$ cat src/rtl/fetch_engine.sv
// fetch_engine: moves one cache line between the local line memory and the backing bus.
// Build option FETCH_WB_FILL_EN: cmd 2'b10 writes the slot back to fetch_addr, then refills it from fill_addr.
module fetch_engine #(
   parameter int addr_width = 32,
   parameter int list_depth = 4,
   parameter int data_width = 32,
   parameter int list_width = 32
) (
   input  logic                                                 clk,
   input  logic                                                 rst_n,
   input  logic                                                 fetch_req,
   output logic                                                 fetch_gnt,
   input  logic [1:0]                                           fetch_cmd,
   input  logic [$clog2(list_depth)-1:0]                        fetch_tag,
   input  logic [addr_width-1:0]                                fetch_addr,
`ifdef FETCH_WB_FILL_EN
   input  logic [addr_width-1:0]                                fill_addr,
`endif
   output logic                                                 fetch_done,
   output logic                                                 lm_ren,
   output logic [$clog2(list_depth)+$clog2(list_width)-1:0]     lm_raddr,
   input  logic [data_width-1:0]                                lm_rdata,
   output logic                                                 lm_wen,
   output logic [$clog2(list_depth)+$clog2(list_width)-1:0]     lm_waddr,
   output logic [data_width-1:0]                                lm_wdata,
   input  logic                                                 lm_wready,
   output logic                                                 bus_req,
   output logic                                                 bus_we,
   output logic [addr_width-1:0]                                bus_addr,
   output logic [data_width-1:0]                                bus_wdata,
   input  logic                                                 bus_gnt,
   input  logic                                                 bus_rvalid,
   input  logic [data_width-1:0]                                bus_rdata
);
   localparam int TW  = $clog2(list_depth);
   localparam int CW  = $clog2(list_width);
   localparam int OFF = $clog2(list_width * data_width / 8);
   localparam logic [CW-1:0] LAST = CW'(list_width - 1);
   localparam logic [2:0] IDLE      = 3'd0;
   localparam logic [2:0] WB_RD     = 3'd1;
   localparam logic [2:0] WB_BUS    = 3'd2;
   localparam logic [2:0] FILL_BUS  = 3'd3;
   localparam logic [2:0] FILL_WAIT = 3'd4;
   localparam logic [2:0] FILL_WR   = 3'd5;
   localparam logic [2:0] DONE      = 3'd6;
   logic [2:0]                r_state;
   logic [TW-1:0]             r_tag;
   logic [addr_width-OFF-1:0] r_base;
   logic [CW-1:0]             r_cnt;
   logic [data_width-1:0]     r_data;
   logic                      r_pend;
   logic                      w_last;
   logic                      w_req_comb;
   logic                      w_to_fill;
   logic [addr_width-OFF-1:0] w_line;
   logic                      w_unused;
   assign w_last = r_cnt == LAST;
`ifdef FETCH_WB_FILL_EN
   logic [1:0]                r_cmd;
   logic                      r_phase;
   logic [addr_width-OFF-1:0] r_fbase;
   // combined command: remember the fill line and switch the bus address once the write-back is done
   always_ff @(posedge clk or negedge rst_n) begin
      if (!rst_n) begin
         r_cmd   <= '0;
         r_phase <= 1'b0;
         r_fbase <= '0;
      end else if (r_state == IDLE && fetch_req) begin
         r_cmd   <= fetch_cmd;
         r_phase <= 1'b0;
         r_fbase <= fill_addr[addr_width-1:OFF];
      end else if (r_state == WB_BUS && bus_gnt && w_last && w_to_fill) begin
         r_phase <= 1'b1;
      end
   end
   assign w_req_comb = fetch_cmd == 2'b10;
   assign w_to_fill  = r_cmd == 2'b10;
   assign w_line     = r_phase ? r_fbase : r_base;
   assign w_unused   = ^{fetch_addr[OFF-1:0], fill_addr[OFF-1:0]};
`else
   assign w_req_comb = 1'b0;
   assign w_to_fill  = 1'b0;
   assign w_line     = r_base;
   assign w_unused   = ^fetch_addr[OFF-1:0];
`endif
   // request capture, FSM sequencing, word counter and data capture
   always_ff @(posedge clk or negedge rst_n) begin
      if (!rst_n) begin
         r_state <= IDLE;
         r_tag   <= '0;
         r_base  <= '0;
         r_cnt   <= '0;
         r_data  <= '0;
         r_pend  <= 1'b0;
      end else begin
         r_pend <= r_state == WB_RD;
         case (r_state)
            IDLE: if (fetch_req) begin
               r_tag   <= fetch_tag;
               r_base  <= fetch_addr[addr_width-1:OFF];
               r_cnt   <= '0;
               r_state <= (fetch_cmd == 2'b00 || w_req_comb) ? WB_RD : fetch_cmd == 2'b01 ? FILL_BUS : DONE;
            end
            WB_RD: r_state <= WB_BUS;
            WB_BUS: begin
               if (r_pend) r_data <= lm_rdata;
               if (bus_gnt) begin
                  r_cnt   <= !w_last ? r_cnt + 1'b1 : w_to_fill ? '0 : r_cnt;
                  r_state <= !w_last ? WB_RD : w_to_fill ? FILL_BUS : DONE;
               end
            end
            FILL_BUS: if (bus_gnt) r_state <= FILL_WAIT;
            FILL_WAIT: if (bus_rvalid) begin
               r_data  <= bus_rdata;
               r_state <= FILL_WR;
            end
            FILL_WR: if (lm_wready) begin
               r_cnt   <= w_last ? r_cnt : r_cnt + 1'b1;
               r_state <= w_last ? DONE : FILL_BUS;
            end
            default: r_state <= IDLE;
         endcase
      end
   end
   // the line-memory word arrives one cycle after lm_ren, so forward it while it is not yet captured
   assign fetch_gnt  = rst_n && r_state == IDLE;
   assign fetch_done = r_state == DONE;
   assign lm_ren     = r_state == WB_RD;
   assign lm_raddr   = {r_tag, r_cnt};
   assign lm_wen     = r_state == FILL_WR;
   assign lm_waddr   = {r_tag, r_cnt};
   assign lm_wdata   = r_data;
   assign bus_req    = r_state == WB_BUS || r_state == FILL_BUS;
   assign bus_we     = r_state == WB_BUS;
   assign bus_addr   = addr_width'({w_line, r_cnt}) << (OFF - CW);
   assign bus_wdata  = r_pend ? lm_rdata : r_data;
endmodule

$ cat config.mk
export PLATFORM = sky130hd
export DESIGN_NAME = fetch_engine
export DESIGN_NICKNAME = d
export VERILOG_FILES = /design/src/rtl/fetch_engine.sv
export SDC_FILE = /design/constraint.sdc
export NUM_CORES = 1
export LEC_CHECK = 0
export BUFFER_PORTS_ARGS = -buffer_cell sky130_fd_sc_hd__buf_2
export CAP_MARGIN = 0
export CORE_MARGIN = 8
export CORE_UTILIZATION = 30
export DETAILED_ROUTE_END_ITERATION = 7
export GPL_TIMING_DRIVEN = 0
export REMOVE_ABC_BUFFERS = 1
export SLEW_MARGIN = 20
export SYNTH_ARGS = -nofsm -noshare
export SYNTH_HDL_FRONTEND = slang
export SYNTH_SLANG_ARGS = --single-unit
$ cat constraint.sdc
create_clock -name clk -period 5.9 [get_ports clk]
set_input_delay 0.295 -clock clk [delete_from_list [all_inputs] [get_ports clk]]
set_output_delay 0.295 -clock clk [all_outputs]
set_load 0.005 [all_outputs]
# After elaboration in Yosys (flattened, before gate mapping)
# Cells that the tools add are included.
# classes
n_reduce_logical	10
mux	18
n_eq_ne	13
addsub	1
# ops
operator	count
32-bit two-way mux	2
32-bit one-hot mux with 2 select lines	1
3-bit two-way mux	9
5-bit two-way mux	4
3-bit one-hot mux with 6 select lines	1
5-bit one-hot mux with 3 select lines	1
3-bit == test (second input constant)	3
3-bit by 2-bit == test with 1-bit output (second input constant)	2
2-bit != test (second input constant)	3
5-bit by 1-bit adder with 5-bit output (second input constant)	1
5-bit == test (second input constant)	1
5-bit AND reduction	1
2-bit by 1-bit != test with 1-bit output (second input constant)	2
2-bit AND reduction	2
4-bit AND reduction	1
3-bit by 1-bit == test with 1-bit output (second input constant)	1
3-bit logical NOT	1
3-bit nonzero test	1
2-bit by 1-bit == test with 1-bit output (second input constant)	1
2-bit logical NOT	1
2-bit nonzero test	1
1-bit logical AND	1
1-bit logical OR	1
# word_totals
register_bits	68
inputBits	106
out_inout_bits	116

# Longest topological paths before layout
# depth
depth_word	5
depth_mapped	8
depth_no_buf	8

# Least setup slack after synthesis
# No wires, ideal clock.
# synth_timing
kind	register -> register
from	reg r_state[2]
to	reg r_state[2]
period_less_slack_ns	1.905
path_slack_ns	3.995
t_arrival_ns	1.780
stages_incl_launch_ff	7
path_cell_list	dfrtp_1 buf_6 nor4bb_1 or3_1 buf_2 a311o_1 mux2_4
# synth_between
elab_chain_len	3
# synth_lines
item	line_no	source
start: declaration	46	logic [2:0] r_state;
start signal: assignment	102	r_state <= (fetch_cmd == 2'b00 || w_req_comb) ? WB_RD : fetch_cmd == 2'b01 ? FILL_BUS : DONE;
start signal: assignment	109	r_state <= !w_last ? WB_RD : w_to_fill ? FILL_BUS : DONE;
start signal: assignment	119	r_state <= w_last ? DONE : FILL_BUS;
3-bit == test (tied with other cells)	97	case (r_state)
2-bit != test (no line) or 2-bit by 1-bit != test with 1-bit output (tied branches)	-	
5-bit AND reduction (no line)	-	
# Parallel ways exist; a longest one is shown, timed or not.
# A chain may end at the register's enable or synchronous reset.

# Final worst setup path
# layout_timing
from	reg r_state[2]
to	reg r_data[31], in the netlist lm_wdata[31]
# layout_between
elab_chain_len	3
# layout_lines
item	line_no	source
3-bit == test or 3-bit by 2-bit == test with 1-bit output (tied branches)	97	
2-bit != test (no line) or 2-bit nonzero test (tied branches)	-	
2-bit AND reduction (no line)	-	
end signal: assignment	106	if (r_pend) r_data <= lm_rdata;
end signal: assignment	114	r_data <= bus_rdata;
end: declaration	50	logic [data_width-1:0] r_data;
# Parallel ways exist; a longest one is shown, timed or not.

==> metrics <==
Starting Density 0.303; Final Total Pwr ~0.0028 W; Gate Count Post-Synth 325; hold buffers post-CTS 1; CP Capture Type flip-flop; Crit path arrival time about 2.5 ns; clk_lat worst skew 0.33 ns; hold path depth 2; Final Worst Setup Slack 3.65 ns; die width 126 um; hold path endpoint r_base[24]$_DFFE_PN0P_; peak supply drop 0.210 mV; final hold viol count 0; worst slew pin tran 0.727 ns; Clock Pin Slew Worst Setup and Hold Paths 0.06 ns; DRT iter0 DRCs ~170; root buffer cell clkbuf_16; clk buf depth 2; diode count 0; met1 Resource Use GR 0.131; I/O Buffers 212; vias in the first global route between 3000 and 4000; Critical Setup Path Class flip-flop to flip-flop; met3 Use GR 0.0701; vias per cell 4.61; non-filler cells, final 672; GRT Overall Usage 0.130; WL final roughly 10000 um; type of the most critical hold path primary input to flip-flop; fmax ~440 MHz; largest net degree at the start of global routing 41; synth unique cells 38; total CTS buffers 9; setup bufs post-CTS 0; skew final 0.00739 ns; Slew headroom 0.515; Wirelength per Cell 15.1 um; endpoints failing setup 0; status finished, final reports clean; die height 126 um; R2R Setup Slk approximately 3.6 ns; met2 Track Usage GR 0.219; Remaining Overflow, GRT 0; Detailed Place HPWL 8240 um; num rows 40; Synth Warn # 0; Lkg Pwr 2.61 nW; Tcrit/Tclk final 0.382; worst slack, placed between 3 and 4 ns; GR peak layer met2; Critical Path RT roughly 6.1 ns; Area growth syn-to-layout 42.5%; post-CTS resize count 0; RSZ-0062 raised after global routing false; Worst Setup Start Kind flip-flop; via count about 3100; #FFs+latches synth 68; CTS tree built; R2R cell count 5; initial antenna violation count 0; R2R Path Start r_state[2]$_DFFE_PN0P_; RD Place Congestion 0.798; Placed Instances between 600 and 700; PD cells approximately 540 mW/mm2; H-tree levels 3; total core area 0.0119 mm2; worst-path maximum fanout 18; hold path startpoint fetch_addr[31]; Tmin final 2.25 ns; Final Max Tran Viols 0; DRT Pass-1 Iters 4; Ports 222; Routed Antenna Nets 0; layout cell share with drive strength beyond 1 0.570; DRC viols 0; die area 0.0158 mm2; nets@finish between 600 and 700; post-synthesis average cell area 11.1 um2; Seq/Total Area, Yosys 0.473; clk sink count 68; first-pass GRT wire length 16700 um; Crit Reg-Reg Endpoint lm_wdata[31]$_DFFE_PN0P_; Synth Cell Area between 0.003 and 0.004 mm2; Max Cap Viol 0; final core utilization 0.432
-- worst max-delay path by stage --
stage,from,end,slack (ns)
global placement,r_state[2]$_DFFE_PN0P_,r_state[2]$_DFFE_PN0P_,-0.44
CTS,r_state[1]$_DFFE_PN0P_,r_base[22]$_DFFE_PN0P_,3.61
detailed placement,r_state[1]$_DFFE_PN0P_,r_base[22]$_DFFE_PN0P_,3.63
global route,r_state[1]$_DFFE_PN0P_,r_base[8]$_DFFE_PN0P_,3.43
floorplan,r_state[2]$_DFFE_PN0P_,r_state[2]$_DFFE_PN0P_,0.93
finish,r_state[2]$_DFFE_PN0P_,lm_wdata[31]$_DFFE_PN0P_,3.65
-- layout by cell type, fill, tap and decap left out, types with 2 or more instances in the layout --
cell type,Yosys,layout
buf_2,8,211
dfrtp_1,68,67
mux2_2,59,59
nand2_1,37,37
mux2i_1,35,35
o21ai_0,35,35
clkbuf_16,0,9
inv_1,8,8
nor3_1,4,4
nor2_1,4,4
bufinv_16,0,4
buf_4,14,4
nor2b_1,3,3
o2bb2ai_1,3,3
a21oi_1,3,3
ha_1,3,3
and2_1,2,2
a211oi_1,2,2
o31ai_1,2,2
conb_1,1,2
clkinv_2,0,2
-- registers in the layout, summed over array words and instances (netlist names) --
register  cells
lm_wdata     32
r_pend        1
r_base       25
r_state       3
r_tag         2
r_cnt         5
-- per-layer routing --
layer,share of wire,wire (um)
met5,0,0
met1,0.38,3900
met2,0.48,4890
met3,0.12,1230
met4,0.014,143
-- report_power, final --
group | switching (W) | internal [W]
combinational | 0.000564 | 0.000677
clock | 0.000198 | 0.000454
sequential | 0.000189 | 0.000667
-- layout make-up --
cell class                 count  area, um2
multi-input combinational    213       1680
fill                        1172       6730
sequential                    68       1700
clock inverter                 7        139
timing repair buffer         220       1170
inverter                       8       30.0
tap                          147        184
clock buffer                   9        225
-- cell usage after synthesis (all sizes together) --
library cell / n / area share
a211o: 1 / 0.0024
a211oi: 2 / 0.0042
a21oi: 3 / 0.0042
a311o: 1 / 0.0028
and2: 2 / 0.0035
and3: 1 / 0.0017
and3b: 1 / 0.0024
buf: 24 / 0.045
clkbuf: 13 / 0.014
conb: 1 / 0.0010
dfrtp: 68 / 0.47
ha: 3 / 0.010
inv: 8 / 0.0083
mux2: 60 / 0.19
mux2i: 35 / 0.097
nand2: 37 / 0.039
nand3: 1 / 0.0014
nor2: 4 / 0.0042
nor2b: 3 / 0.0052
nor3: 4 / 0.0056
nor3b: 2 / 0.0042
nor4: 1 / 0.0017
nor4b: 1 / 0.0024
nor4bb: 1 / 0.0028
o211ai: 1 / 0.0021
o21ai: 37 / 0.051
o21bai: 1 / 0.0021
o22ai: 1 / 0.0017
o2bb2ai: 3 / 0.0073
o31a: 1 / 0.0024
o31ai: 2 / 0.0042
or3: 1 / 0.0017
or3b: 1 / 0.0024
-- kinds of logic (layout without fill, tap and decap cells) --
kind of cell / Yosys count / in the layout / synth area share
muxes: 95 / 95 / 0.286
DFF: 68 / 68 / 0.473
and+or+nand+nor: 60 / 60 / 0.0779
AOI/OAI and AO/OA: 53 / 53 / 0.0849
buffers and inverters: 45 / 244 / 0.0664
adders and majority gates: 3 / 3 / 0.0104
other: 1 / 2 / 0.00104
-- critical path, cell delays in order (launching register included) --
cell	delay [ns]
dfrtp_1	0.65
nor3b_2	0.64
buf_4	0.32
buf_4	0.22
mux2i_1	0.20
o21ai_0	0.09
-- metrics by stage --
| stage | hold WS, ns | instance area, um2 | setup TNS, ns |
|---|---|---|---|
| after floorplan | -0.000591 | 3390 | 0 |
| after global placement | 0.479 | 4640 | -7.88 |
| after detailed placement | 0.281 | 4750 | 0 |
| after CTS | 0.183 | 5130 | 0 |
| after global routing | 0.182 | 5130 | 0 |
| final | 0.193 | 5130 | 0 |
No activity file was read; power rests on OpenSTA's default activity.
